`config.mk`:
```
export PLATFORM = sky130hd
export DESIGN_NAME = mem_lsu_flat
export DESIGN_NICKNAME = d
export VERILOG_FILES = /design/src/rtl/mem_lsu_if.sv /design/src/rtl/mem_lsu.sv /design/src/flat_wrapper.sv
export SDC_FILE = /design/constraint.sdc
export NUM_CORES = 1
export LEC_CHECK = 0
export ABC_CLOCK_PERIOD_IN_PS = 5980
export CAP_MARGIN = 25
export CELL_PAD_IN_SITES_DETAIL_PLACEMENT = 0
export CELL_PAD_IN_SITES_GLOBAL_PLACEMENT = 1
export CORE_MARGIN = 10
export CORE_UTILIZATION = 33
export DETAILED_ROUTE_END_ITERATION = 7
export HOLD_SLACK_MARGIN = 0.08
export PLACE_DENSITY = 0.93
export RECOVER_POWER = 100
export SLEW_MARGIN = 40
export SYNTH_ARGS = -nofsm -noshare
export SYNTH_HDL_FRONTEND = slang
export SYNTH_SLANG_ARGS = --single-unit
```
`constraint.sdc`:
```
create_clock -name i_clk -period 5.98 [get_ports i_clk]
set_input_delay 1.794 -clock i_clk [delete_from_list [all_inputs] [get_ports i_clk]]
set_output_delay 1.794 -clock i_clk [all_outputs]
set_load 0.02 [all_outputs]
```
`src/rtl/mem_lsu_if.sv`:
```
// Request/response and memory-port signal bundle for mem_lsu.
// Latency: none (wires only).
// Backpressure: carries reqValid/reqReady and rspValid/rspReady.
interface mem_lsu_if;
  // pipeline request channel
  logic        i_reqValid;
  logic        o_reqReady;
  logic [31:0] i_reqAddr;
  logic [31:0] i_reqWData;
  logic [1:0]  i_reqSize;
  logic        i_reqSign;
  logic        i_reqWrite;
  // pipeline response channel
  logic        o_rspValid;
  logic        i_rspReady;
  logic [31:0] o_rspData;
  logic        o_rspErr;
  // memory data port
  logic [31:0] o_memAddr;
  logic [31:0] o_memWData;
  logic [1:0]  o_memSize;
  logic        o_memSign;
  logic        o_memWrite;
  logic        o_memEn;
  logic [31:0] i_memRData;

  // LSU side
  modport master (
    input  i_reqValid, i_reqAddr, i_reqWData, i_reqSize, i_reqSign, i_reqWrite,
    output o_reqReady,
    output o_rspValid, o_rspData, o_rspErr,
    input  i_rspReady,
    output o_memAddr, o_memWData, o_memSize, o_memSign, o_memWrite, o_memEn,
    input  i_memRData
  );

  // pipeline + memory side
  modport slave (
    output i_reqValid, i_reqAddr, i_reqWData, i_reqSize, i_reqSign, i_reqWrite,
    input  o_reqReady,
    input  o_rspValid, o_rspData, o_rspErr,
    output i_rspReady,
    input  o_memAddr, o_memWData, o_memSize, o_memSign, o_memWrite, o_memEn,
    output i_memRData
  );
endinterface

```
`src/rtl/mem_lsu.sv`:
```
// Load/store initiator between the MEM stage and the unified memory data port.
// Latency: error 1, store 2, load 3 cycles to rspValid (split misaligned load 5).
// Backpressure: one request in flight; reqReady only in IDLE, response held until rspReady.
// Optional: define LSU_MISALIGN_SPLIT_EN to service misaligned half/word loads as two word reads.
module mem_lsu #(
  parameter int unsigned MEM_BYTES = 32768
) (
  input logic       i_clk,
  input logic       i_reset,
  mem_lsu_if.master io_bus
);

  typedef enum logic [2:0] {
    IDLE   = 3'd0,
    ISSUE  = 3'd1,
    CAPT   = 3'd2,
`ifdef LSU_MISALIGN_SPLIT_EN
    ISSUE2 = 3'd3,
    CAPT2  = 3'd4,
`endif
    RESP   = 3'd5
  } state_t;

  state_t      r_state;
  state_t      w_next;

  // request latches; the memory-side registers double as the address/data/size/sign latches
  logic        r_write;
  logic [31:0] r_memAddr;
  logic [31:0] r_memWData;
  logic [1:0]  r_memSize;
  logic        r_memSign;
  logic [31:0] r_rspData;
  logic        r_rspErr;

`ifdef LSU_MISALIGN_SPLIT_EN
  logic        r_split;
  logic [1:0]  r_shift;
  logic [1:0]  r_size;
  logic [31:0] r_lo;
  logic [63:0] w_pair;
  logic [31:0] w_shifted;
  logic [31:0] w_merged;
`endif

  // request decode
  logic [32:0] w_reqLast;
  logic        w_misalign;
  logic        w_split;
  logic        w_rangeErr;
  logic        w_reqErr;
  logic [31:0] w_firstAddr;
  logic [1:0]  w_firstSize;
  logic        w_accept;

  assign w_accept = (r_state == IDLE) && io_bus.i_reqValid;

  // classify the incoming request: alignment, range and first memory access shape
  always_comb begin
    w_misalign  = ((io_bus.i_reqSize == 2'b01) && io_bus.i_reqAddr[0]) ||
                  ((io_bus.i_reqSize == 2'b10) && (io_bus.i_reqAddr[1:0] != 2'b00));
    w_split     = 1'b0;
    w_firstAddr = io_bus.i_reqAddr;
    w_firstSize = io_bus.i_reqSize;
    // last byte touched, in 33 bits so an access near 2^32 cannot wrap into range
    case (io_bus.i_reqSize)
      2'b00:   w_reqLast = {1'b0, io_bus.i_reqAddr};
      2'b01:   w_reqLast = {1'b0, io_bus.i_reqAddr} + 33'd1;
      default: w_reqLast = {1'b0, io_bus.i_reqAddr} + 33'd3;
    endcase
`ifdef LSU_MISALIGN_SPLIT_EN
    // misaligned loads read two aligned words; the range check must cover the upper word
    if (!io_bus.i_reqWrite && w_misalign) begin
      w_split     = 1'b1;
      w_firstAddr = {io_bus.i_reqAddr[31:2], 2'b00};
      w_firstSize = 2'b10;
      w_reqLast   = {1'b0, io_bus.i_reqAddr[31:2], 2'b00} + 33'd7;
    end
`endif
    w_rangeErr = (w_reqLast >= 33'(MEM_BYTES));
    w_reqErr   = (io_bus.i_reqSize == 2'b11) || (w_misalign && !w_split) || w_rangeErr;
  end

`ifdef LSU_MISALIGN_SPLIT_EN
  // stitch the two captured words, shift the addressed bytes down, then extend
  always_comb begin
    w_pair    = {io_bus.i_memRData, r_lo};
    w_shifted = 32'(w_pair >> {r_shift, 3'b000});
    case (r_size)
      2'b01:   w_merged = r_memSign ? {16'h0000, w_shifted[15:0]}
                                    : {{16{w_shifted[15]}}, w_shifted[15:0]};
      default: w_merged = w_shifted;
    endcase
  end
`endif

  // state register; reset abandons any access in flight
  always_ff @(posedge i_clk or posedge i_reset) begin
    if (i_reset) begin
      r_state <= IDLE;
    end else begin
      r_state <= w_next;
    end
  end

  // next-state logic
  always_comb begin
    w_next = r_state;
    case (r_state)
      IDLE: begin
        if (io_bus.i_reqValid) begin
          w_next = w_reqErr ? RESP : ISSUE;
        end
      end
      ISSUE: begin
        w_next = r_write ? RESP : CAPT;
      end
      CAPT: begin
`ifdef LSU_MISALIGN_SPLIT_EN
        w_next = r_split ? ISSUE2 : RESP;
`else
        w_next = RESP;
`endif
      end
`ifdef LSU_MISALIGN_SPLIT_EN
      ISSUE2: w_next = CAPT2;
      CAPT2:  w_next = RESP;
`endif
      RESP: begin
        if (io_bus.i_rspReady) begin
          w_next = IDLE;
        end
      end
      default: w_next = IDLE;
    endcase
  end

  // request latching, memory port registers and response capture
  always_ff @(posedge i_clk or posedge i_reset) begin
    if (i_reset) begin
      r_write    <= 1'b0;
      r_memAddr  <= 32'h0;
      r_memWData <= 32'h0;
      r_memSize  <= 2'b00;
      r_memSign  <= 1'b0;
      r_rspData  <= 32'h0;
      r_rspErr   <= 1'b0;
`ifdef LSU_MISALIGN_SPLIT_EN
      r_split    <= 1'b0;
      r_shift    <= 2'b00;
      r_size     <= 2'b00;
      r_lo       <= 32'h0;
`endif
    end else begin
      case (r_state)
        IDLE: begin
          if (w_accept) begin
            r_write   <= io_bus.i_reqWrite;
            r_rspErr  <= w_reqErr;
            r_rspData <= 32'h0;
            // rejected requests leave the memory port untouched
            if (!w_reqErr) begin
              r_memAddr  <= w_firstAddr;
              r_memWData <= io_bus.i_reqWData;
              r_memSize  <= w_firstSize;
              r_memSign  <= io_bus.i_reqSign;
            end
`ifdef LSU_MISALIGN_SPLIT_EN
            r_split <= w_split;
            r_shift <= io_bus.i_reqAddr[1:0];
            r_size  <= io_bus.i_reqSize;
`endif
          end
        end
        CAPT: begin
`ifdef LSU_MISALIGN_SPLIT_EN
          if (r_split) begin
            r_lo      <= io_bus.i_memRData;
            r_memAddr <= r_memAddr + 32'd4;
          end else begin
            r_rspData <= io_bus.i_memRData;
          end
`else
          r_rspData <= io_bus.i_memRData;
`endif
        end
`ifdef LSU_MISALIGN_SPLIT_EN
        CAPT2: begin
          r_rspData <= w_merged;
        end
`endif
        default: ;
      endcase
    end
  end

`ifdef LSU_MISALIGN_SPLIT_EN
  assign io_bus.o_memEn = (r_state == ISSUE) || (r_state == ISSUE2);
`else
  assign io_bus.o_memEn = (r_state == ISSUE);
`endif
  assign io_bus.o_memWrite = (r_state == ISSUE) && r_write;
  assign io_bus.o_memAddr  = r_memAddr;
  assign io_bus.o_memWData = r_memWData;
  assign io_bus.o_memSize  = r_memSize;
  assign io_bus.o_memSign  = r_memSign;
  assign io_bus.o_reqReady = (r_state == IDLE);
  assign io_bus.o_rspValid = (r_state == RESP);
  assign io_bus.o_rspData  = r_rspData;
  assign io_bus.o_rspErr   = r_rspErr;

endmodule

```
`src/flat_wrapper.sv`:
```
// flat-port wrapper written by rule: the top's interface ports become plain ports
module mem_lsu_flat 
#(
  parameter int unsigned MEM_BYTES = 32768
)
  (i_clk, i_reset, io_bus_i_reqValid, io_bus_i_reqAddr, io_bus_i_reqWData, io_bus_i_reqSize, io_bus_i_reqSign, io_bus_i_reqWrite, io_bus_o_reqReady, io_bus_o_rspValid, io_bus_o_rspData, io_bus_o_rspErr, io_bus_i_rspReady, io_bus_o_memAddr, io_bus_o_memWData, io_bus_o_memSize, io_bus_o_memSign, io_bus_o_memWrite, io_bus_o_memEn, io_bus_i_memRData);
  mem_lsu_if io_bus_i ();
  input logic i_clk;
  input logic i_reset;
  input wire logic [$bits(io_bus_i.i_reqValid)-1:0] io_bus_i_reqValid;
  input wire logic [$bits(io_bus_i.i_reqAddr)-1:0] io_bus_i_reqAddr;
  input wire logic [$bits(io_bus_i.i_reqWData)-1:0] io_bus_i_reqWData;
  input wire logic [$bits(io_bus_i.i_reqSize)-1:0] io_bus_i_reqSize;
  input wire logic [$bits(io_bus_i.i_reqSign)-1:0] io_bus_i_reqSign;
  input wire logic [$bits(io_bus_i.i_reqWrite)-1:0] io_bus_i_reqWrite;
  output wire logic [$bits(io_bus_i.o_reqReady)-1:0] io_bus_o_reqReady;
  output wire logic [$bits(io_bus_i.o_rspValid)-1:0] io_bus_o_rspValid;
  output wire logic [$bits(io_bus_i.o_rspData)-1:0] io_bus_o_rspData;
  output wire logic [$bits(io_bus_i.o_rspErr)-1:0] io_bus_o_rspErr;
  input wire logic [$bits(io_bus_i.i_rspReady)-1:0] io_bus_i_rspReady;
  output wire logic [$bits(io_bus_i.o_memAddr)-1:0] io_bus_o_memAddr;
  output wire logic [$bits(io_bus_i.o_memWData)-1:0] io_bus_o_memWData;
  output wire logic [$bits(io_bus_i.o_memSize)-1:0] io_bus_o_memSize;
  output wire logic [$bits(io_bus_i.o_memSign)-1:0] io_bus_o_memSign;
  output wire logic [$bits(io_bus_i.o_memWrite)-1:0] io_bus_o_memWrite;
  output wire logic [$bits(io_bus_i.o_memEn)-1:0] io_bus_o_memEn;
  input wire logic [$bits(io_bus_i.i_memRData)-1:0] io_bus_i_memRData;
  assign io_bus_i.i_reqValid = io_bus_i_reqValid;
  assign io_bus_i.i_reqAddr = io_bus_i_reqAddr;
  assign io_bus_i.i_reqWData = io_bus_i_reqWData;
  assign io_bus_i.i_reqSize = io_bus_i_reqSize;
  assign io_bus_i.i_reqSign = io_bus_i_reqSign;
  assign io_bus_i.i_reqWrite = io_bus_i_reqWrite;
  assign io_bus_o_reqReady = io_bus_i.o_reqReady;
  assign io_bus_o_rspValid = io_bus_i.o_rspValid;
  assign io_bus_o_rspData = io_bus_i.o_rspData;
  assign io_bus_o_rspErr = io_bus_i.o_rspErr;
  assign io_bus_i.i_rspReady = io_bus_i_rspReady;
  assign io_bus_o_memAddr = io_bus_i.o_memAddr;
  assign io_bus_o_memWData = io_bus_i.o_memWData;
  assign io_bus_o_memSize = io_bus_i.o_memSize;
  assign io_bus_o_memSign = io_bus_i.o_memSign;
  assign io_bus_o_memWrite = io_bus_i.o_memWrite;
  assign io_bus_o_memEn = io_bus_i.o_memEn;
  assign io_bus_i.i_memRData = io_bus_i_memRData;
  mem_lsu #(.MEM_BYTES(MEM_BYTES)) u_core (.i_clk(i_clk), .i_reset(i_reset), .io_bus(io_bus_i));
endmodule
```
; Word level (Yosys, flattened, before mapping)
; Index checks and enable logic that the tools add are counted.
[totals]
output_inout_bits = 104
elab_cells = 44
regBits = 104
in_bits = 104
[classes]
eq_ne = 9
mux = 8
n_lt_le_gt_ge = 1
reduce_logical = 15
addsub = 2
bitwise = 1
[ops]
columns = op, count
row1 = 33-bit case mux with 2 select lines, 1
row2 = 32-bit case mux with 2 select lines, 1
row3 = 32-bit by 1-bit adder with 33-bit output (second input constant), 1
row4 = 32-bit by 2-bit adder with 33-bit output (second input constant), 1
row5 = 33-bit by 16-bit >= comparator with 1-bit output (second input constant), 1
row6 = 32-bit two-way mux, 1
row7 = 3-bit two-way mux, 4
row8 = 3-bit case mux with 4 select lines, 1
row9 = 2-bit AND reduction, 3
row10 = 2-bit equality test (second input constant), 2
row11 = 1-bit logical AND, 4
row12 = 2-bit by 1-bit inequality test with 1-bit output (second input constant), 2
row13 = 2-bit nonzero test, 2
row14 = 3-bit by 1-bit equality test with 1-bit output (second input constant), 1
row15 = 3-bit by 2-bit equality test with 1-bit output (second input constant), 1
row16 = 3-bit equality test (second input constant), 1
row17 = 3-bit logical NOT, 1
row18 = 1-bit logical OR, 3
row19 = 3-bit AND reduction, 1
row20 = 2-bit by 1-bit equality test with 1-bit output (second input constant), 1
row21 = 2-bit logical NOT, 1
row22 = 2-bit inequality test (second input constant), 1
row23 = 1-bit NOT, 1

; Longest topological paths before layout
; Gate-level depths: netlist of the first run.
[depth]
ltp_word = 8
mapped_depth = 11
mapped_depth_nobuf = 9

; Worst setup path before layout of the first run
; No wires, ideal clock.
[synth_timing]
kind = input to register
startpoint = input port io_bus_i_reqSize[1]
endpoint = register u_core.r_memWData[7], in the netlist u_core.io_bus.o_memWData[7]
setup_slack_ns = 1.546
path_buffers = 2
arrival_ns = 4.306
setup_time_ns = 0.127
cell_stages = 11
required_ns = 5.853
cell_sequence = nand2b_1 ha_1 a21oi_1 or4_1 a211o_1 o31ai_1 o21ai_0 nor4_4 buf_6 buf_6 mux2_1
[synth_via]
elab_chain_cells = 7
word_cells_on_any_way = 13
cone_classes = order compare (1) / eq/ne (3) / mux (1) / bitwise (1) / reduce/logical (7)
[synth_lines]
columns = item, line
row1 = start: declaration, flat_wrapper.sv:13  ; input wire logic [$bits(io_bus_i.i_reqSize)-1:0] io_bus_i_reqSize;
row2 = "parallel branches: the longest is 4 deep, another holds 33-bit by 16-bit >= comparator with 1-bit output", --
row3 = 1-bit logical OR *, mem_lsu.sv:81  ; w_reqErr = (io_bus.i_reqSize == 2'b11) || (w_misalign && !w_split) || w_rangeErr;
row4 = 1-bit NOT (no source line) *, --
row5 = 3-bit AND reduction (no source line) *, --
row6 = end signal: assignment, mem_lsu.sv:164  ; r_memWData <= io_bus.i_reqWData;
row7 = end: declaration, mem_lsu.sv:30  ; logic [31:0] r_memWData;
; Every way passes the cells marked *.
; A chain may end at the register's enable or synchronous reset.

; Worst setup path in the final report of the first run
[layout_timing]
startpoint = input port io_bus_i_reqSize[1]
endpoint = register u_core.r_memWData[3], in the netlist u_core.io_bus.o_memWData[3]
; The elaborated chain is that of the path after synthesis.

==> results of run 1 <==
power groups by stage:
stage / Combinational, mW / Sequential, mW / Clock [mW]
2_1_floorplan: 0.169 / 0.844 / 0
3_3_place_gp: 0.432 / 0.803 / 0
3_5_place_dp: 0.442 / 0.808 / 0
4_1_cts: 0.444 / 0.794 / 0.697
5_1_grt: 0.455 / 0.801 / 0.725
6_report: 0.415 / 0.792 / 0.675
cell usage in the layout (no fill, tap or decap), types with 2 or more instances in the layout:
| master | Yosys | final |
|---|---|---|
| dlygate4sd3_1 | 0 | 108 |
| dfrtp_1 | 104 | 104 |
| clkdlybuf4s50_1 | 0 | 99 |
| nand2_1 | 72 | 71 |
| mux2_2 | 51 | 51 |
| o21ai_0 | 36 | 36 |
| nor2b_1 | 17 | 17 |
| nor2_1 | 14 | 14 |
| nor3_1 | 9 | 9 |
| clkbuf_16 | 0 | 9 |
| inv_1 | 8 | 8 |
| nand4_1 | 8 | 8 |
| nand3_1 | 5 | 5 |
| nor4_1 | 5 | 5 |
| a21oi_1 | 4 | 4 |
| nand2b_1 | 4 | 4 |
| xnor2_1 | 3 | 3 |
| o211ai_1 | 3 | 3 |
| mux2_1 | 3 | 3 |
| bufinv_16 | 0 | 3 |
| mux2i_1 | 2 | 2 |
| o21a_1 | 2 | 2 |
| or4_1 | 2 | 2 |
| or3_1 | 2 | 2 |
| nor3b_1 | 2 | 2 |
| o31ai_1 | 2 | 2 |
| and2_1 | 3 | 2 |
| clkbuf_1 | 12 | 2 |
cells by family after synthesis:
family / count (synthesis) / synth area share
flip-flops: 104 / 0.5800
adder cells (fa/ha/maj): 2 / 0.007250
multiplexers: 56 / 0.1400
AND/OR/NAND/NOR: 149 / 0.1626
buffers and inverters: 28 / 0.03067
XOR/XNOR: 3 / 0.005857
AO/OA/AOI/OAI: 56 / 0.07362
critical path, cell delays in order:
cell           delay (ps)
dlygate4sd3_1         610
nand2b_1              190
ha_1                  300
a21oi_1               110
or4_1                 580
a211o_1               250
o31ai_1                60
o21ai_0               200
nor4_4                340
buf_12                340
mux2_2                380
registers in the layout (all words and copies together) (netlist names):
name / flops
u_core.io_bus.o_memWData: 32
u_core.io_bus.o_rspData: 32
u_core.r_write: 1
u_core.io_bus.o_memSize: 2
u_core.io_bus.o_memAddr: 32
u_core.io_bus.o_memSign: 1
u_core.r_state: 3
u_core.io_bus.o_rspErr: 1
area by class of cell:
class / instances / area, sq um / area share
Multi-Input combinational cell: 266 / 1750 / 0.2483
Tap cell: 176 / 220.2 / 0.03123
Inverter: 8 / 30.03 / 0.004259
Clock buffer: 10 / 229.0 / 0.03248
Sequential cell: 104 / 2603 / 0.3691
Clock inverter: 6 / 115.1 / 0.01633
Timing Repair Buffer: 210 / 2103 / 0.2983
metal layers:
| metal | global-route usage | vias to the layer above |
|---|---|---|
| met2 | 0.2558 | 148 |
| met3 | 0.06378 | 24 |
| met5 | 0 | - |
| met1 | 0.1722 | 1824 |
| li1 | - | 1783 |
| met4 | 0.06627 | 0 |
worst paths after layout:
| check | to | slack (ps) | cells after the start |
|---|---|---|---|
| setup / recovery | u_core.io_bus.o_memWData[3] | 1010 | 11 |
| hold / removal | u_core.io_bus.o_memWData[8] | 490 | 1 |
| setup reg to reg | u_core.io_bus.o_memWData[3] | 2580 | 7 |
| hold reg to reg | u_core.io_bus.o_memWData[8] | 490 | 1 |
| max in group asynchronous | u_core.io_bus.o_rspData[31] | 1500 | 3 |
| min in group asynchronous | u_core.io_bus.o_memWData[12] | 2880 | 2 |
per-stage QoR:
stage / instances / setup slack, ps
2_1_floorplan: 398 / 1454
3_3_place_gp: 764 / 840.8
3_5_place_dp: 764 / 762.5
4_1_cts: 780 / 1130
5_1_grt: 780 / 811.5
6_report: 780 / 1012
==> flow_results.xml, run 1 <==
<?xml version="1.0" encoding="UTF-8"?>
<metrics>
  <group name="synthesis">
    <metric name="synth.cell_area" unit="sq um">4487</metric>
    <metric name="netlist.area_leader.share" unit="">0.5800</metric>
    <metric name="seq_area_frac_synth" unit="">0.5800</metric>
    <metric name="synth_largest_area_cell" unit="">dfrtp_1</metric>
    <metric name="number_of_synthesized_flops_with_an_enable_pin" unit="">0</metric>
    <metric name="async_flop_share" unit="">1.000</metric>
    <metric name="synth_register_bits" unit="">104</metric>
    <metric name="synth_top_cells_by_count" unit="">dfrtp_1 (104), nand2_1 (72), mux2_2 (51)</metric>
    <metric name="synthCells" unit="">398</metric>
    <metric name="synth.top_cells.by_area" unit="">dfrtp_1 (58%), mux2_2 (13%), nand2_1 (6.0%)</metric>
    <metric name="ys_warn_count" unit="">0</metric>
    <metric name="synthDistinctLibCells" unit="">44</metric>
    <metric name="yosysMostFrequentCell" unit="">dfrtp_1</metric>
    <metric name="synth_fp_nets" unit="">504</metric>
    <metric name="dominantRegCellSynth" unit="">dfrtp_1</metric>
    <metric name="synth.avg_cell_area" unit="sq um">11.27</metric>
  </group>
  <group name="clocking">
    <metric name="max-clock-path-buffers" unit="">2</metric>
    <metric name="clock_slew_at_reported_path_ffs" unit="ps">70</metric>
    <metric name="post_cts_hold_buffer_count" unit="">0</metric>
    <metric name="clock_sinks" unit="">104</metric>
    <metric name="cts_buffers" unit="">9</metric>
    <metric name="clk_root_buffer_cell" unit="">clkbuf_16</metric>
    <metric name="worst_skew_pair_later_pin_latency" unit="ps">350</metric>
    <metric name="cts_tree" unit="">built</metric>
    <metric name="cts-resized-gates" unit="">0</metric>
    <metric name="htree_num_levels" unit="">3</metric>
    <metric name="postCtsSetupBuffers" unit="">0</metric>
  </group>
  <group name="power_and_ir_drop">
    <metric name="vdd_drop_max" unit="mV">0.1340</metric>
    <metric name="comb_power_share" unit="">0.221</metric>
    <metric name="power.internal" unit="mW">1.345</metric>
    <metric name="power.clock.fraction" unit="">0.358</metric>
    <metric name="power.total" unit="mW">1.882</metric>
    <metric name="p_sw" unit="mW">0.5370</metric>
    <metric name="cellPowerDensity" unit="nW/um^2">267.0</metric>
    <metric name="swShare" unit="">0.2853</metric>
    <metric name="leakagePower" unit="nW">3.386</metric>
    <metric name="power_frac_seq" unit="">0.421</metric>
  </group>
  <group name="critical_path">
    <metric name="rr_startpoint" unit="">u_core.r_state[1]</metric>
    <metric name="worst_setup_path_start_kind" unit="">primary input</metric>
    <metric name="setup.worst_path.class" unit="">primary input to flop</metric>
    <metric name="critPathRequiredTime" unit="ps">6210</metric>
    <metric name="worst_setup_path_end_kind" unit="">flop</metric>
    <metric name="crit_fanout" unit="">68</metric>
    <metric name="crit_start" unit="">io_bus_i_reqSize[1]</metric>
    <metric name="timing.critical_path.arrival" unit="ps">5200</metric>
  </group>
  <group name="sta">
    <metric name="final.min_clock_period" unit="ps">4968</metric>
    <metric name="finalClockSkew" unit="ps">5.982</metric>
    <metric name="finalSetupTns" unit="ps">0</metric>
    <metric name="setup_viol" unit="">0</metric>
    <metric name="maxSlewViolCount" unit="">74</metric>
    <metric name="layout_worst_path_cycle_share" unit="">0.8307</metric>
    <metric name="hold_viol_final" unit="">0</metric>
    <metric name="tightest_slew" unit="ps">2786</metric>
    <metric name="max_freq" unit="GHz">0.2013</metric>
    <metric name="hold_slack" unit="ps">485.5</metric>
    <metric name="timing.slew.headroom" unit="">-0.8592</metric>
    <metric name="rsz0062_at_grt" unit="">no</metric>
  </group>
  <group name="route">
    <metric name="met1Wirelength" unit="mm">5.264</metric>
    <metric name="drt_iter0_markers" unit="">246</metric>
    <metric name="route.detailed.drc" unit="">0</metric>
    <metric name="tritonroute_pass_1_iters" unit="">4</metric>
    <metric name="routed_wire_length_per_instance" unit="um">18.42</metric>
    <metric name="final_antenna_net_count" unit="">0</metric>
    <metric name="detail_route.wirelength" unit="mm">14.37</metric>
    <metric name="routed-via-count" unit="">3779</metric>
    <metric name="wl_met2" unit="mm">7.316</metric>
    <metric name="routed-wl-met3" unit="mm">1.459</metric>
    <metric name="avgViaCountPerCell" unit="">4.845</metric>
    <metric name="highest_layer" unit="">met4</metric>
  </group>
  <group name="placed_design">
    <metric name="finalWeightedCongestion" unit="">0.8527</metric>
    <metric name="place_hpwl" unit="mm">10.89</metric>
    <metric name="buffer_ports.inserted" unit="">207</metric>
    <metric name="detailed_place.area" unit="sq um">6715</metric>
  </group>
  <group name="flow_run">
    <metric name="number_of_maximum_capacitance_constraint_violations" unit="">1</metric>
  </group>
  <group name="die">
    <metric name="dieHeight" unit="um">136.6</metric>
    <metric name="boundaryPins" unit="">208</metric>
    <metric name="fp.dieArea" unit="sq um">18660</metric>
    <metric name="num_rows" unit="">42</metric>
    <metric name="chipWidth" unit="um">136.6</metric>
    <metric name="coreArea" unit="sq um">13300</metric>
    <metric name="initial_core_util" unit="">0.3375</metric>
  </group>
  <group name="run_status">
    <metric name="run_status" unit="">complete, but fails checks</metric>
    <metric name="violations_in_the_final_reports" unit="">max-capacitance violations, max-slew violations</metric>
  </group>
  <group name="cells_and_area">
    <metric name="final_design_area_no_fill" unit="sq um">7051</metric>
    <metric name="layout-area-overhead-vs-synth" unit="%">57.14</metric>
    <metric name="num-nets-final" unit="">705</metric>
    <metric name="n_fill_cell" unit="">1190</metric>
    <metric name="share_of_the_core_filled_with_cells" unit="">0.5303</metric>
    <metric name="antenna_cells_inserted" unit="">0</metric>
    <metric name="drive_above_1_share" unit="">0.1225</metric>
  </group>
  <group name="worst_hold_path">
    <metric name="timing.hold.worst.start" unit="">u_core.io_bus.o_memWData[8]</metric>
    <metric name="min_path_type" unit="">flop to flop</metric>
  </group>
  <group name="grt">
    <metric name="grt.overflow.total" unit="">0</metric>
    <metric name="globalRouteTotalUtil" unit="">0.1548</metric>
    <metric name="grt_first_pass_wirelength" unit="mm">22.65</metric>
    <metric name="vias_in_the_first_global_route" unit="">4076</metric>
    <metric name="grt_antenna_before_repair" unit="">0</metric>
    <metric name="grt_start_max_net_pins" unit="">74</metric>
  </group>
</metrics>
Note: power is estimated with default switching activity, not from simulation.
==> run 2: changes to the inputs <==
- ABC_CLOCK_PERIOD_IN_PS: 5980 -> 4500
- CORE_UTILIZATION: 33 -> 28
- PLACE_DENSITY: 0.93 -> 0.85
- clock period: 5.98 -> 4.5 ns (I/O delays scaled with it)
==> run 2 against run 1 <==
Net effect:
- the flow still finishes with violations (max-capacitance violations, max-slew violations)
- critical path depth is the same
- die area grew 15%
- clock skew shrank 0.55 ps
- sequential power grew 34%
- global-route usage shrank 1.7 points
- first-iteration DRC count shrank 37%
- hold slack lost 5.0 ps
- wire length grew 3.7%
- clock power grew 36%
- flip-flop and latch count is the same
- cell count grew 8.7%
- core utilization shrank 6.6 points
==> flow_results.xml, run 2 (synthesized netlist as in run 1, its figures left out) <==
<?xml version="1.0" encoding="UTF-8"?>
<metrics>
  <group name="placed_design">
    <metric name="dp_slack" unit="ps">-162.7</metric>
    <metric name="buffer_ports.inserted" unit="">207</metric>
    <metric name="finalWeightedCongestion" unit="">0.8357</metric>
    <metric name="detailed_place.area" unit="sq um">6985</metric>
    <metric name="place_hpwl" unit="mm">11.61</metric>
  </group>
  <group name="critical_path">
    <metric name="rr_startpoint" unit="">u_core.r_state[2]</metric>
    <metric name="critPathRequiredTime" unit="ps">4730</metric>
    <metric name="r2r_slack" unit="ps">1960</metric>
    <metric name="regToRegEndpoint" unit="">u_core.r_write</metric>
    <metric name="ff2ff_path_depth" unit="">4</metric>
    <metric name="timing.critical_path.arrival" unit="ps">4550</metric>
    <metric name="cp_slowest_cell" unit="">or4_1</metric>
    <metric name="crit_path_cell_trace" unit="">clkdlybuf4s50_1, nand2b_1, ha_1, a21oi_1, or4_1, a211o_1, o31ai_1, o21ai_0, nor4_4, buf_12, mux2_2</metric>
    <metric name="crit_fanout" unit="">53</metric>
    <metric name="setup.worst_path.class" unit="">primary input to flop</metric>
    <metric name="max_stage_delay" unit="ps">560</metric>
    <metric name="worst_setup_path_start_kind" unit="">primary input</metric>
    <metric name="worst_setup_path_end_kind" unit="">flop</metric>
  </group>
  <group name="cells_and_area">
    <metric name="num-nets-final" unit="">733</metric>
    <metric name="final_design_area_no_fill" unit="sq um">7320</metric>
    <metric name="area.sequential" unit="sq um">2603</metric>
    <metric name="commonest_cells_after_routing_fill_and_taps_aside" unit="">dlygate4sd3_1 (106), dfrtp_1 (104), clkdlybuf4s50_1 (101), nand2_1 (71), mux2_2 (51)</metric>
    <metric name="layout-area-overhead-vs-synth" unit="%">63.13</metric>
    <metric name="antenna_cells_inserted" unit="">0</metric>
    <metric name="n_fill_cell" unit="">1494</metric>
    <metric name="commonest_non_fill_non_tap_cell_in_the_layout" unit="">dlygate4sd3_1</metric>
    <metric name="drive_above_1_share" unit="">0.1646</metric>
    <metric name="multi_input_area" unit="sq um">1750</metric>
  </group>
  <group name="worst_hold_path">
    <metric name="holdPathStages" unit="">1</metric>
    <metric name="holdPathEnd" unit="">u_core.io_bus.o_memWData[8]</metric>
    <metric name="min_path_type" unit="">flop to flop</metric>
    <metric name="timing.hold.worst.start" unit="">u_core.io_bus.o_memWData[8]</metric>
  </group>
  <group name="route">
    <metric name="avgViaCountPerCell" unit="">4.555</metric>
    <metric name="routed-via-count" unit="">3863</metric>
    <metric name="route.detailed.drc" unit="">0</metric>
    <metric name="detail_route.wirelength" unit="mm">14.90</metric>
    <metric name="routed_wire_length_per_instance" unit="um">17.57</metric>
    <metric name="tritonroute_pass_1_iters" unit="">4</metric>
    <metric name="final_antenna_net_count" unit="">0</metric>
    <metric name="drt_iter0_markers" unit="">154</metric>
  </group>
  <group name="flow_run">
    <metric name="number_of_maximum_capacitance_constraint_violations" unit="">1</metric>
  </group>
  <group name="sta">
    <metric name="final.min_clock_period" unit="ps">4316</metric>
    <metric name="layout_worst_path_cycle_share" unit="">0.9592</metric>
    <metric name="finalClockSkew" unit="ps">5.433</metric>
    <metric name="max_freq" unit="GHz">0.2317</metric>
    <metric name="maxSlewViolCount" unit="">47</metric>
    <metric name="tightest_slew" unit="ps">2097</metric>
    <metric name="timing.slew.headroom" unit="">-0.4057</metric>
    <metric name="hold_viol_final" unit="">0</metric>
    <metric name="rsz0062_at_grt" unit="">no</metric>
    <metric name="finalSetupTns" unit="ps">0</metric>
    <metric name="hold_slack" unit="ps">480.6</metric>
    <metric name="postLayoutSetupSlackWorst" unit="ps">183.7</metric>
    <metric name="setup_viol" unit="">0</metric>
  </group>
  <group name="clocking">
    <metric name="htree_num_levels" unit="">3</metric>
    <metric name="clock_sinks" unit="">104</metric>
    <metric name="max-clock-path-buffers" unit="">2</metric>
    <metric name="cts-resized-gates" unit="">0</metric>
    <metric name="clk_root_buffer_cell" unit="">clkbuf_16</metric>
    <metric name="cts_tree" unit="">built</metric>
    <metric name="postCtsSetupBuffers" unit="">0</metric>
    <metric name="post_cts_hold_buffer_count" unit="">0</metric>
    <metric name="worst_skew_pair_later_pin_latency" unit="ps">340</metric>
    <metric name="cts_buffers" unit="">9</metric>
    <metric name="clock_slew_at_reported_path_ffs" unit="ps">70</metric>
  </group>
  <group name="grt">
    <metric name="grt.overflow.total" unit="">0</metric>
    <metric name="globalRouteTotalUtil" unit="">0.1379</metric>
    <metric name="grt_antenna_before_repair" unit="">0</metric>
    <metric name="vias_in_the_first_global_route" unit="">4203</metric>
    <metric name="grt_start_max_net_pins" unit="">60</metric>
    <metric name="grt_first_pass_wirelength" unit="mm">23.66</metric>
  </group>
  <group name="run_status">
    <metric name="run_status" unit="">complete, but fails checks</metric>
    <metric name="violations_in_the_final_reports" unit="">max-capacitance violations, max-slew violations</metric>
  </group>
  <group name="die">
    <metric name="dieHeight" unit="um">146.6</metric>
    <metric name="initial_core_util" unit="">0.2845</metric>
    <metric name="num_rows" unit="">46</metric>
    <metric name="chipWidth" unit="um">146.6</metric>
    <metric name="coreArea" unit="sq um">15770</metric>
    <metric name="fp.dieArea" unit="sq um">21490</metric>
    <metric name="boundaryPins" unit="">208</metric>
  </group>
  <group name="power_and_ir_drop">
    <metric name="vdd_drop_max" unit="mV">0.2062</metric>
    <metric name="power.total" unit="mW">2.546</metric>
    <metric name="leakagePower" unit="nW">3.518</metric>
    <metric name="cellPowerDensity" unit="nW/um^2">347.9</metric>
  </group>
</metrics>
[run 2: changes by cell type in the layout (fill, tap and decap cells not counted), sizes merged]
cell / previous run / this run
clkinvlp: 1 / 2
dlygate4sd3: 108 / 106
inv: 9 / 8
clkbuf: 11 / 13
buf: 2 / 28
clkdlybuf4s50: 99 / 101
[run 2: routing by layer]
metal | up-vias | GRT usage | part of all wire
li1 | 1832 | - | -
met1 | 1877 | 0.1481 | 0.38
met2 | 129 | 0.2403 | 0.53
met3 | 25 | 0.05161 | 0.067
met4 | 0 | 0.05355 | 0.026
met5 | - | 0 | 0
[run 2: through the flow]
step | cells | utilization
2_1_floorplan | 398 | -
3_3_place_gp | 832 | 0.4427
3_5_place_dp | 832 | 0.4430
4_1_cts | 848 | 0.4654
5_1_grt | 848 | 0.4641
6_report | 848 | 0.4641
[run 2: worst max path at each step]
stage	startpoint	endpoint	slack [ps]	cells past startpoint
4_1_cts	io_bus_i_reqSize[1]	u_core.io_bus.o_memAddr[2]	200	11
3_5_place_dp	io_bus_i_reqSize[1]	u_core.io_bus.o_memAddr[2]	-160	11
5_1_grt	io_bus_i_reqSize[1]	u_core.io_bus.o_memWData[3]	10	12
6_report	io_bus_i_reqSize[1]	u_core.io_bus.o_memWData[3]	180	11
2_1_floorplan	i_reset	u_core.io_bus.o_memAddr[0]	420	1
3_3_place_gp	io_bus_i_reqSize[1]	u_core.io_bus.o_memWData[4]	-80	11
[run 2: power breakdown]
group          switching [mW]  internal (mW)
combinational           0.324          0.249
sequential             0.0506           1.00
clock                   0.356          0.562
total                   0.730           1.82
[run 2: final cells by class]
| cell class | count | share of cell area |
|---|---|---|
| flip-flops and latches | 104 | 0.3556 |
| multi-input cells | 266 | 0.2391 |
| clock inverters | 6 | 0.01573 |
| inverters | 8 | 0.004274 |
| repair buffers | 238 | 0.3157 |
| clock buffers | 10 | 0.03265 |
| well taps | 216 | 0.03692 |
[run 2: critical path, delay by kind of cell]
kind | cells | cell delay [ps]
muxes | 1 | 380
buffers and inverters | 2 | 760
AOI/OAI and AO/OA | 4 | 600
and+or+nand+nor | 3 | 1100
adders and majority gates | 1 | 310
==> run 3: changes to the inputs <==
- CORE_UTILIZATION: 28 -> 40
- DONT_BUFFER_PORTS: not set -> 1
- PLACE_DENSITY: 0.85 -> 0.79
==> run 3 against run 2 <==
Net effect:
- the flow still finishes with violations (max-capacitance violations, max-slew violations)
- flip-flop and latch count stayed put
- total power down 15%
- core utilization down 1.8 points
- wire length fell by 18%
- clock skew rose by 7.3 ps
==> flow_results.xml, run 3 (synthesized netlist as in run 1, its figures left out) <==
<?xml version="1.0" encoding="UTF-8"?>
<metrics>
  <group name="die">
    <metric name="coreArea" unit="sq um">10890</metric>
    <metric name="boundaryPins" unit="">208</metric>
    <metric name="initial_core_util" unit="">0.4121</metric>
    <metric name="chipWidth" unit="um">125.9</metric>
    <metric name="dieHeight" unit="um">125.9</metric>
    <metric name="fp.dieArea" unit="sq um">15850</metric>
    <metric name="num_rows" unit="">38</metric>
  </group>
  <group name="clocking">
    <metric name="postCtsSetupBuffers" unit="">0</metric>
    <metric name="htree_num_levels" unit="">3</metric>
    <metric name="cts_tree" unit="">built</metric>
    <metric name="cts-resized-gates" unit="">0</metric>
    <metric name="clock_sinks" unit="">104</metric>
    <metric name="post_cts_hold_buffer_count" unit="">0</metric>
    <metric name="clk_root_buffer_cell" unit="">clkbuf_8</metric>
    <metric name="max-clock-path-buffers" unit="">2</metric>
    <metric name="worst_skew_pair_later_pin_latency" unit="ps">370</metric>
    <metric name="clock_slew_at_reported_path_ffs" unit="ps">90</metric>
    <metric name="cts_buffers" unit="">9</metric>
  </group>
  <group name="critical_path">
    <metric name="rr_startpoint" unit="">u_core.r_state[1]</metric>
    <metric name="worst_setup_path_start_kind" unit="">primary input</metric>
    <metric name="ff2ff_path_depth" unit="">4</metric>
    <metric name="largest_delay_contributor_family_on_the_critical_path" unit="">simple AND/OR/NAND/NOR gates</metric>
    <metric name="max_stage_delay" unit="ps">560</metric>
    <metric name="worst_setup_path_endpoint" unit="">u_core.io_bus.o_memWData[3]</metric>
    <metric name="critPathRequiredTime" unit="ps">4750</metric>
    <metric name="crit_start" unit="">io_bus_i_reqSize[1]</metric>
    <metric name="number_of_buffer_and_inverter_stages_on_the_critical_path" unit="">1</metric>
    <metric name="setup.worst_path.class" unit="">primary input to flop</metric>
    <metric name="regToRegEndpoint" unit="">u_core.r_write</metric>
    <metric name="worst_setup_path_end_kind" unit="">flop</metric>
    <metric name="cp_slowest_cell" unit="">or4_1</metric>
    <metric name="crit_path_cell_trace" unit="">nand2b_1, ha_1, a21oi_1, or4_1, a211o_1, o31ai_1, o21ai_0, nor4_4, buf_12, mux2_2</metric>
    <metric name="timing.critical_path.arrival" unit="ps">4070</metric>
    <metric name="critical_path_depth" unit="">10</metric>
    <metric name="r2r_slack" unit="ps">1570</metric>
    <metric name="crit_fanout" unit="">68</metric>
  </group>
  <group name="route">
    <metric name="routed-via-count" unit="">2924</metric>
    <metric name="routed_wire_length_per_instance" unit="um">22.77</metric>
    <metric name="detail_route.wirelength" unit="mm">12.25</metric>
    <metric name="tritonroute_pass_1_iters" unit="">4</metric>
    <metric name="drt_iter0_markers" unit="">116</metric>
    <metric name="final_antenna_net_count" unit="">0</metric>
    <metric name="route.detailed.drc" unit="">0</metric>
    <metric name="avgViaCountPerCell" unit="">5.435</metric>
  </group>
  <group name="sta">
    <metric name="max_freq" unit="GHz">0.2621</metric>
    <metric name="layout_worst_path_cycle_share" unit="">0.8477</metric>
    <metric name="rsz0062_at_grt" unit="">no</metric>
    <metric name="finalClockSkew" unit="ps">12.76</metric>
    <metric name="final.min_clock_period" unit="ps">3815</metric>
    <metric name="maxSlewViolCount" unit="">57</metric>
    <metric name="setup_viol" unit="">0</metric>
    <metric name="tightest_slew" unit="ps">2391</metric>
    <metric name="hold_viol_final" unit="">0</metric>
    <metric name="timing.slew.headroom" unit="">-0.6025</metric>
    <metric name="finalSetupTns" unit="ps">0</metric>
    <metric name="postLayoutSetupSlackWorst" unit="ps">685.3</metric>
  </group>
  <group name="placed_design">
    <metric name="dp_slack" unit="ps">287.8</metric>
    <metric name="buffer_ports.inserted" unit="">0</metric>
    <metric name="finalWeightedCongestion" unit="">0.8781</metric>
    <metric name="place_hpwl" unit="mm">9.342</metric>
  </group>
  <group name="power_and_ir_drop">
    <metric name="vdd_drop_max" unit="mV">0.1987</metric>
    <metric name="cellPowerDensity" unit="nW/um^2">443.7</metric>
    <metric name="leakagePower" unit="nW">2.248</metric>
  </group>
  <group name="cells_and_area">
    <metric name="num-nets-final" unit="">500</metric>
    <metric name="commonest_cells_after_routing_fill_and_taps_aside" unit="">dfrtp_1 (104), nand2_1 (71), mux2_2 (51), o21ai_0 (36), nor2b_1 (17)</metric>
    <metric name="commonest_non_fill_non_tap_cell_in_the_layout" unit="">dfrtp_1</metric>
    <metric name="n_fill_cell" unit="">1041</metric>
    <metric name="layout-area-overhead-vs-synth" unit="%">8.310</metric>
    <metric name="drive_above_1_share" unit="">0.1884</metric>
    <metric name="antenna_cells_inserted" unit="">0</metric>
  </group>
  <group name="grt">
    <metric name="grt_start_max_net_pins" unit="">69</metric>
    <metric name="globalRouteTotalUtil" unit="">0.1480</metric>
    <metric name="vias_in_the_first_global_route" unit="">3106</metric>
    <metric name="grt_first_pass_wirelength" unit="mm">18.82</metric>
    <metric name="grt.overflow.total" unit="">0</metric>
    <metric name="grt_antenna_before_repair" unit="">0</metric>
  </group>
  <group name="run_status">
    <metric name="violations_in_the_final_reports" unit="">max-capacitance violations, max-slew violations</metric>
    <metric name="run_status" unit="">complete, but fails checks</metric>
  </group>
  <group name="worst_hold_path">
    <metric name="min_path_type" unit="">flop to flop</metric>
  </group>
  <group name="flow_run">
    <metric name="number_of_maximum_capacitance_constraint_violations" unit="">1</metric>
  </group>
</metrics>
==> run 3: layer usage <==
layer,vias up,track usage,share of wire
li1,1360,-,-
met1,1413,0.1503,0.36
met3,16,0.09102,0.13
met2,135,0.2452,0.50
met4,0,0.05157,0.015
met5,-,0,0
==> run 3: worst min-delay path by stage <==
stage	from	to	slack, ps	cells after the start
2_1_floorplan	u_core.r_write	u_core.r_state[1]	450	1
3_3_place_gp	u_core.r_write	u_core.r_state[1]	480	1
3_5_place_dp	u_core.r_write	u_core.r_state[1]	490	1
4_1_cts	u_core.r_write	u_core.r_state[1]	500	1
5_1_grt	u_core.r_write	u_core.r_state[1]	520	1
6_report	u_core.r_write	u_core.r_state[1]	490	1
==> run 3: metrics by stage <==
stage	cells	util	hold WS, ps	total power, mW	cell area [sq um]
finish	538	0.4463	493.6	2.156	4860
floorplan	398	-	445.8	1.346	4487
global placement	523	0.4231	476.2	1.420	4607
CTS	538	0.4474	502.1	2.180	4871
global route	538	0.4463	521.4	2.265	4860
detailed placement	523	0.4234	491.7	1.436	4609
==> run 3: layout make-up <==
| class | instances | area (sq um) | area share |
|---|---|---|---|
| multi-input cells | 266 | 1749 | 0.3599 |
| repair buffers | 5 | 40.04 | 0.008239 |
| clock buffers | 9 | 123.9 | 0.02549 |
| flip-flops and latches | 104 | 2603 | 0.5355 |
| well taps | 140 | 175.2 | 0.03605 |
| clock inverters | 6 | 137.6 | 0.02832 |
| inverters | 8 | 31.28 | 0.006437 |
==> run 3: power breakdown <==
group	internal, mW	switching (mW)
clock	0.427	0.325
combinational	0.0752	0.194
sequential	1.00	0.131
==> patch 1 (flow settings as in run 2) <==
Re-encode `state_t` (4 states) as one-hot, 4 bits wide.
--- a/src/rtl/mem_lsu.sv
+++ b/src/rtl/mem_lsu.sv
@@ -10,15 +10,15 @@
   mem_lsu_if.master io_bus
 );
 
-  typedef enum logic [2:0] {
-    IDLE   = 3'd0,
-    ISSUE  = 3'd1,
-    CAPT   = 3'd2,
+  typedef enum logic [3:0] {
+    IDLE   = 4'b0001,
+    ISSUE  = 4'b0010,
+    CAPT   = 4'b0100,
 `ifdef LSU_MISALIGN_SPLIT_EN
     ISSUE2 = 3'd3,
     CAPT2  = 3'd4,
 `endif
-    RESP   = 3'd5
+    RESP   = 4'b1000
   } state_t;
 
   state_t      r_state;
Behaviour: same outputs for any inputs over 4 cycles, from zero or initial values and one cycle with i_reset high; so few cycles prove little.
==> patch 1 against run 2 <==
The flow still finishes with violations (capacitance limit, slew limit); wire length grew 6.1%; register-to-register slack improved by 0.17 ns; hold slack improved by 0.0031 ns; sequential cell count grew 1; non-clock buffer count up 11; die area increased by 2.3%; worst setup slack better by 0.0024 ns; final cell count up 2.1%; cell area grew 4.1%; synthesized area rose by 2.6%.
Power is not compared: it rests on default switching activity, and its combinational part moved more than twofold at a synthesized area within 25%.
==> patch 1: results (changes against run 2) <==
.. list-table::
   :header-rows: 1

   * - Metric
     - Value
   * - Final weighted congestion in routability-driven placement
     - 0.857 (+2.5%)
   * - Launch point of the critical path
     - io_bus_i_reqAddr[0]
   * - First DRT Iteration DRCs
     - 240 (+56%)
   * - Final clock skew
     - 0.0147 ns (+0.00927 ns)
   * - Biggest cell delay along the critical path
     - 0.48 ns (-0.08 ns)
   * - Later-pin clock latency in the skew report
     - 0.36 ns (+0.02 ns)
   * - R2R setup slack
     - 2.13 ns (+0.17 ns)
   * - Average wire per standard cell
     - 18.3 um (+3.9%)
   * - Number of inserted filler cells in the final layout
     - 1488 (-0.40%)
   * - Most common library cells after synthesis
     - dfrtp_1 (104), nand2_1 (71), nand3_1 (39)
   * - Total count of max-transition violations in the final report
     - 89 (+89%)
   * - Post-Layout Cell Count
     - 866 (+2.1%)
   * - Cells after DPL
     - 840 (+0.96%)
   * - Failing checks
     - capacitance limit, slew limit
   * - Worst R2R End
     - u_core.io_bus.o_rspData[26]
   * - Hold EP
     - u_core.io_bus.o_memAddr[19]
   * - Met1 routing resource usage after global routing
     - 15.6% (+0.80 points)
   * - Half-perimeter wire length of the detailed placement result
     - 11800 um (+1.6%)
   * - First-pass GRT wire length
     - 24200 um (+2.3%)
   * - Startpoint of the lowest-slack register-to-register path
     - u_core.r_state[1]
   * - Status
     - complete, but fails checks
   * - Adder and majority cell fraction of the synthesized area
     - 0.707% (-0.019 points)
   * - Critical path peak fanout
     - 7 (-87%)
   * - Global routing met2 resource utilization
     - 24.0% (-0.036 points)
   * - Total number of vias
     - 4022 (+4.1%)
   * - Share of the synthesized area in the top cell type
     - 56.5% (-1.5 points)
   * - Met3 track utilization from global routing
     - 4.13% (-1.0 points)
   * - Max-capacitance violation count
     - 2 (+1)
## patch 1: changes by cell type after synthesis, sizes merged, moves of 3 or more
| cell | run 2 | this run |
|---|---|---|
| nor2b | 17 | 2 |
| o22ai | 1 | 4 |
| nand3 | 5 | 39 |
| a31oi | 0 | 4 |
| and2 | 3 | 20 |
| inv | 8 | 5 |
| nand4 | 8 | 12 |
| o21ai | 37 | 0 |
## patch 1: logic make-up (layout without fill, tap and decap cells)
group           count (synthesis)  count (layout)
flops                         105             105
simple gates                  193             193
buf+inv                        25             270
compound gates                 25              25
fa+ha+maj                       2               2
mux                            52              52
xor+xnor                        3               3
## patch 1: final cells by class
type	instances	area, um^2	area share (%)
Clock buffer	9	225	2.96
Clock inverter	7	86.3	1.13
Inverter	5	20.0	0.263
Multi-Input combinational cell	275	1900	24.9
Sequential cell	105	2630	34.5
Tap cell	216	270	3.55
Timing Repair Buffer	249	2490	32.7
## patch 1: repair_timing
action / in CTS / in global routing
resized for setup: 0 / 18
endpoints found under the setup margin: 0 / 67
setup buffers: 0 / 3
hold buffers: 0 / 0
## patch 1: worst max-delay path by stage
stage,endpoint,slack (ns),cells past startpoint
4_1_cts,u_core.io_bus.o_memWData[19],0.006,11
2_1_floorplan,u_core.io_bus.o_memWData[11],0.12,11
3_3_place_gp,u_core.io_bus.o_memWData[10],-0.33,11
6_report,u_core.io_bus.o_memWData[15],0.19,14
5_1_grt,u_core.io_bus.o_memWData[9],0.05,14
3_5_place_dp,u_core.io_bus.o_memWData[7],-0.37,11
## patch 1: layer usage
layer | wire length, um | vias to the layer above
li1 | - | 1904
met1 | 6360 | 1966
met2 | 8130 | 137
met3 | 1070 | 15
met4 | 248 | 0
met5 | 0 | -
==> patch 2 (flow settings as in run 2) <==
Without the edit above. Build with the macro `LSU_MISALIGN_SPLIT_EN` defined.
--- a/src/rtl/mem_lsu.sv
+++ b/src/rtl/mem_lsu.sv
@@ -2,6 +2,8 @@
 // Latency: error 1, store 2, load 3 cycles to rspValid (split misaligned load 5).
 // Backpressure: one request in flight; reqReady only in IDLE, response held until rspReady.
 // Optional: define LSU_MISALIGN_SPLIT_EN to service misaligned half/word loads as two word reads.
+`define LSU_MISALIGN_SPLIT_EN
+
 module mem_lsu #(
   parameter int unsigned MEM_BYTES = 32768
 ) (
Function: changed (a bounded check fails within 4 cycles, from zero or initial values and one cycle with i_reset high).
==> patch 2 against run 2 <==
Core utilization is 5.3 points lower; via count up 93%; worst setup slack worse by 0.065 ns; wire length up 89%; hold slack got worse by 0.0096 ns; register-to-register slack worse by 1.3 ns; sequential cell count is 37 higher; the run still ends with capacitance limit, slew limit left; final cell count increased by 72%; synthesized area rose by 79%; highest routed layer is now met5; power up 120%; critical path depth fell by 1; critical path type unchanged; cell area up 57%.
==> patch 2: results (changes against run 2) <==
.. list-table::
   :header-rows: 1

   * - Metric
     - Value
   * - Status
     - complete, but fails checks
   * - Failing checks
     - capacitance limit, slew limit
   * - Final weighted congestion in routability-driven placement
     - 0.870 (+4.2%)
   * - Worst R2R End
     - u_core.io_bus.o_memAddr[28]
   * - Number of antenna violations at the first check in global routing
     - 2 (+2)
   * - Pin count of the biggest net entering global routing
     - 142 (+140%)
   * - Launch point of the critical path
     - io_bus_i_reqAddr[4]
   * - Synthesized netlist net count
     - 937 (+86%)
   * - Met1 routing resource usage after global routing
     - 18.4% (+3.6 points)
   * - Routed length on met2
     - 13900 um (+77%)
   * - Worst Hold Depth
     - 2 (+1)
   * - Worst R2R Path Depth
     - 7 (+3)
   * - Number of vias per cell after detailed routing
     - 5.12 (+13%)
   * - First DRT Iteration DRCs
     - 612 (+300%)
   * - H-tree levels
     - 4 (+1)
   * - Number of global-route vias before repair
     - 7546 (+80%)
   * - Sequential share of the synthesized area
     - 43.9% (-14 points)
   * - Netlist cell types
     - 66 (+50%)
   * - Worst slew margin relative to its limit
     - -43.2% (-2.6 points)
   * - Count of flip-flops with a built-in enable after synthesis
     - 0 (unchanged)
   * - Static Leak
     - 4.85 nW (+38%)
   * - Layer with the highest usage
     - met2
   * - Tot GR Track Use
     - 15.0% (+1.2 points)
   * - Total routed wire length on the met1 layer
     - 11800 um (+110%)
   * - Cells after DPL
     - 1416 (+70%)
   * - Post-Layout Cell Count
     - 1457 (+72%)
   * - Share of final-layout standard cells stronger than drive strength 1
     - 17.7% (+1.2 points)
   * - Cell types with the largest area share after synthesis
     - dfrtp_1 (44%), mux4_2 (7.9%), nand2_1 (6.8%)
   * - Later-pin clock latency in the skew report
     - 0.43 ns (+0.09 ns)
   * - Yosys warnings
     - 0 (unchanged)
   * - Net count of the finished layout
     - 1175 (+60%)
   * - Total count of max-transition violations in the final report
     - 94 (+100%)
   * - Number of buffers added by the clock tree synthesis step
     - 17 (+8)
   * - Max-capacitance violation count
     - 1 (unchanged)
   * - Worst IR drop on VDD
     - 0.285 mV (+38%)
   * - Half-perimeter wire length of the detailed placement result
     - 19600 um (+69%)
   * - Most common library cells after synthesis
     - nand2_1 (146), dfrtp_1 (141), nor2_1 (96)
   * - Critical path peak fanout
     - 8 (-85%)
   * - Mean cell area of the mapped netlist
     - 9.69 um^2 (-14%)
   * - Top layer used by detailed routing
     - met5
   * - Hold EP
     - u_core.r_lo[0]
   * - Startpoint of the lowest-slack register-to-register path
     - u_core.r_state[1]
   * - Global routing met2 resource utilization
     - 24.9% (+0.84 points)
   * - WP data arrival
     - 4.69 ns (+0.14 ns)
   * - Average wire per standard cell
     - 19.3 um (+9.9%)
   * - Beginning of the worst hold path
     - u_core.r_lo[0]
   * - Last element of the critical path
     - u_core.io_bus.o_memWData[1]
   * - First-pass GRT wire length
     - 43200 um (+82%)
   * - Drt first pass iters
     - 6 (+2)
   * - Final clock skew
     - 0.0160 ns (+0.0106 ns)
==> patch 2: changes by cell type in the layout (fill, tap and decap cells not counted), sizes merged, moves of 14 or more <==
cell    delta
a21oi     +71
a22oi     +15
buf       +29
clkbuf    +17
dfrtp     +37
mux2      -14
mux4      +28
nand2     +74
nand3     +29
nor2      +82
nor2b     -16
==> patch 2: cells by family after synthesis <==
group           after synthesis  share of synthesized area (%)
compound gates              182                           15.2
xor+xnor                      5                          0.545
fa+ha+maj                     4                          0.717
buf+inv                      70                           3.94
flops                       141                           43.9
mux                          75                           15.7
simple gates                352                           20.0
==> patch 2: power breakdown <==
group	internal (mW)	switching (mW)	total, mW
Sequential	1.62	0.383	2.00
Clock	0.900	0.569	1.47
Combinational	1.06	1.20	2.25
==> patch 2: stage by stage <==
stage | cell area [um^2] | setup WS, ns | util [%] | TNS, ns | hold slack, ns
global route | 11500 | 0.0237 | 41.1 | 0 | 0.504
detailed placement | 10800 | -0.316 | 38.6 | -15.00 | 0.462
finish | 11500 | 0.119 | 41.1 | 0 | 0.471
floorplan | 8030 | 0.338 | - | 0 | 0.441
global placement | 10800 | -0.322 | 38.5 | -15.86 | 0.457
CTS | 11400 | 0.135 | 40.7 | 0 | 0.477
==> patch 2: cell type report <==
| cell class | count | area, um^2 |
|---|---|---|
| sequential | 141 | 3530 |
| clock inverter | 10 | 140 |
| tap | 378 | 473 |
| clock buffer | 21 | 460 |
| timing repair buffer | 273 | 2580 |
| fill | 2789 | 16500 |
| inverter | 14 | 53.8 |
| multi-input combinational | 620 | 4270 |
==> patch 2: worst max-delay path: stages <==
cell	delay (ns)
clkdlybuf4s50_1	0.50
nand4_1	0.21
or4_4	0.63
nor4_4	0.16
mux2i_1	0.21
o21ai_1	0.10
nor4_2	0.39
or4b_4	0.60
buf_4	0.23
mux2_4	0.30
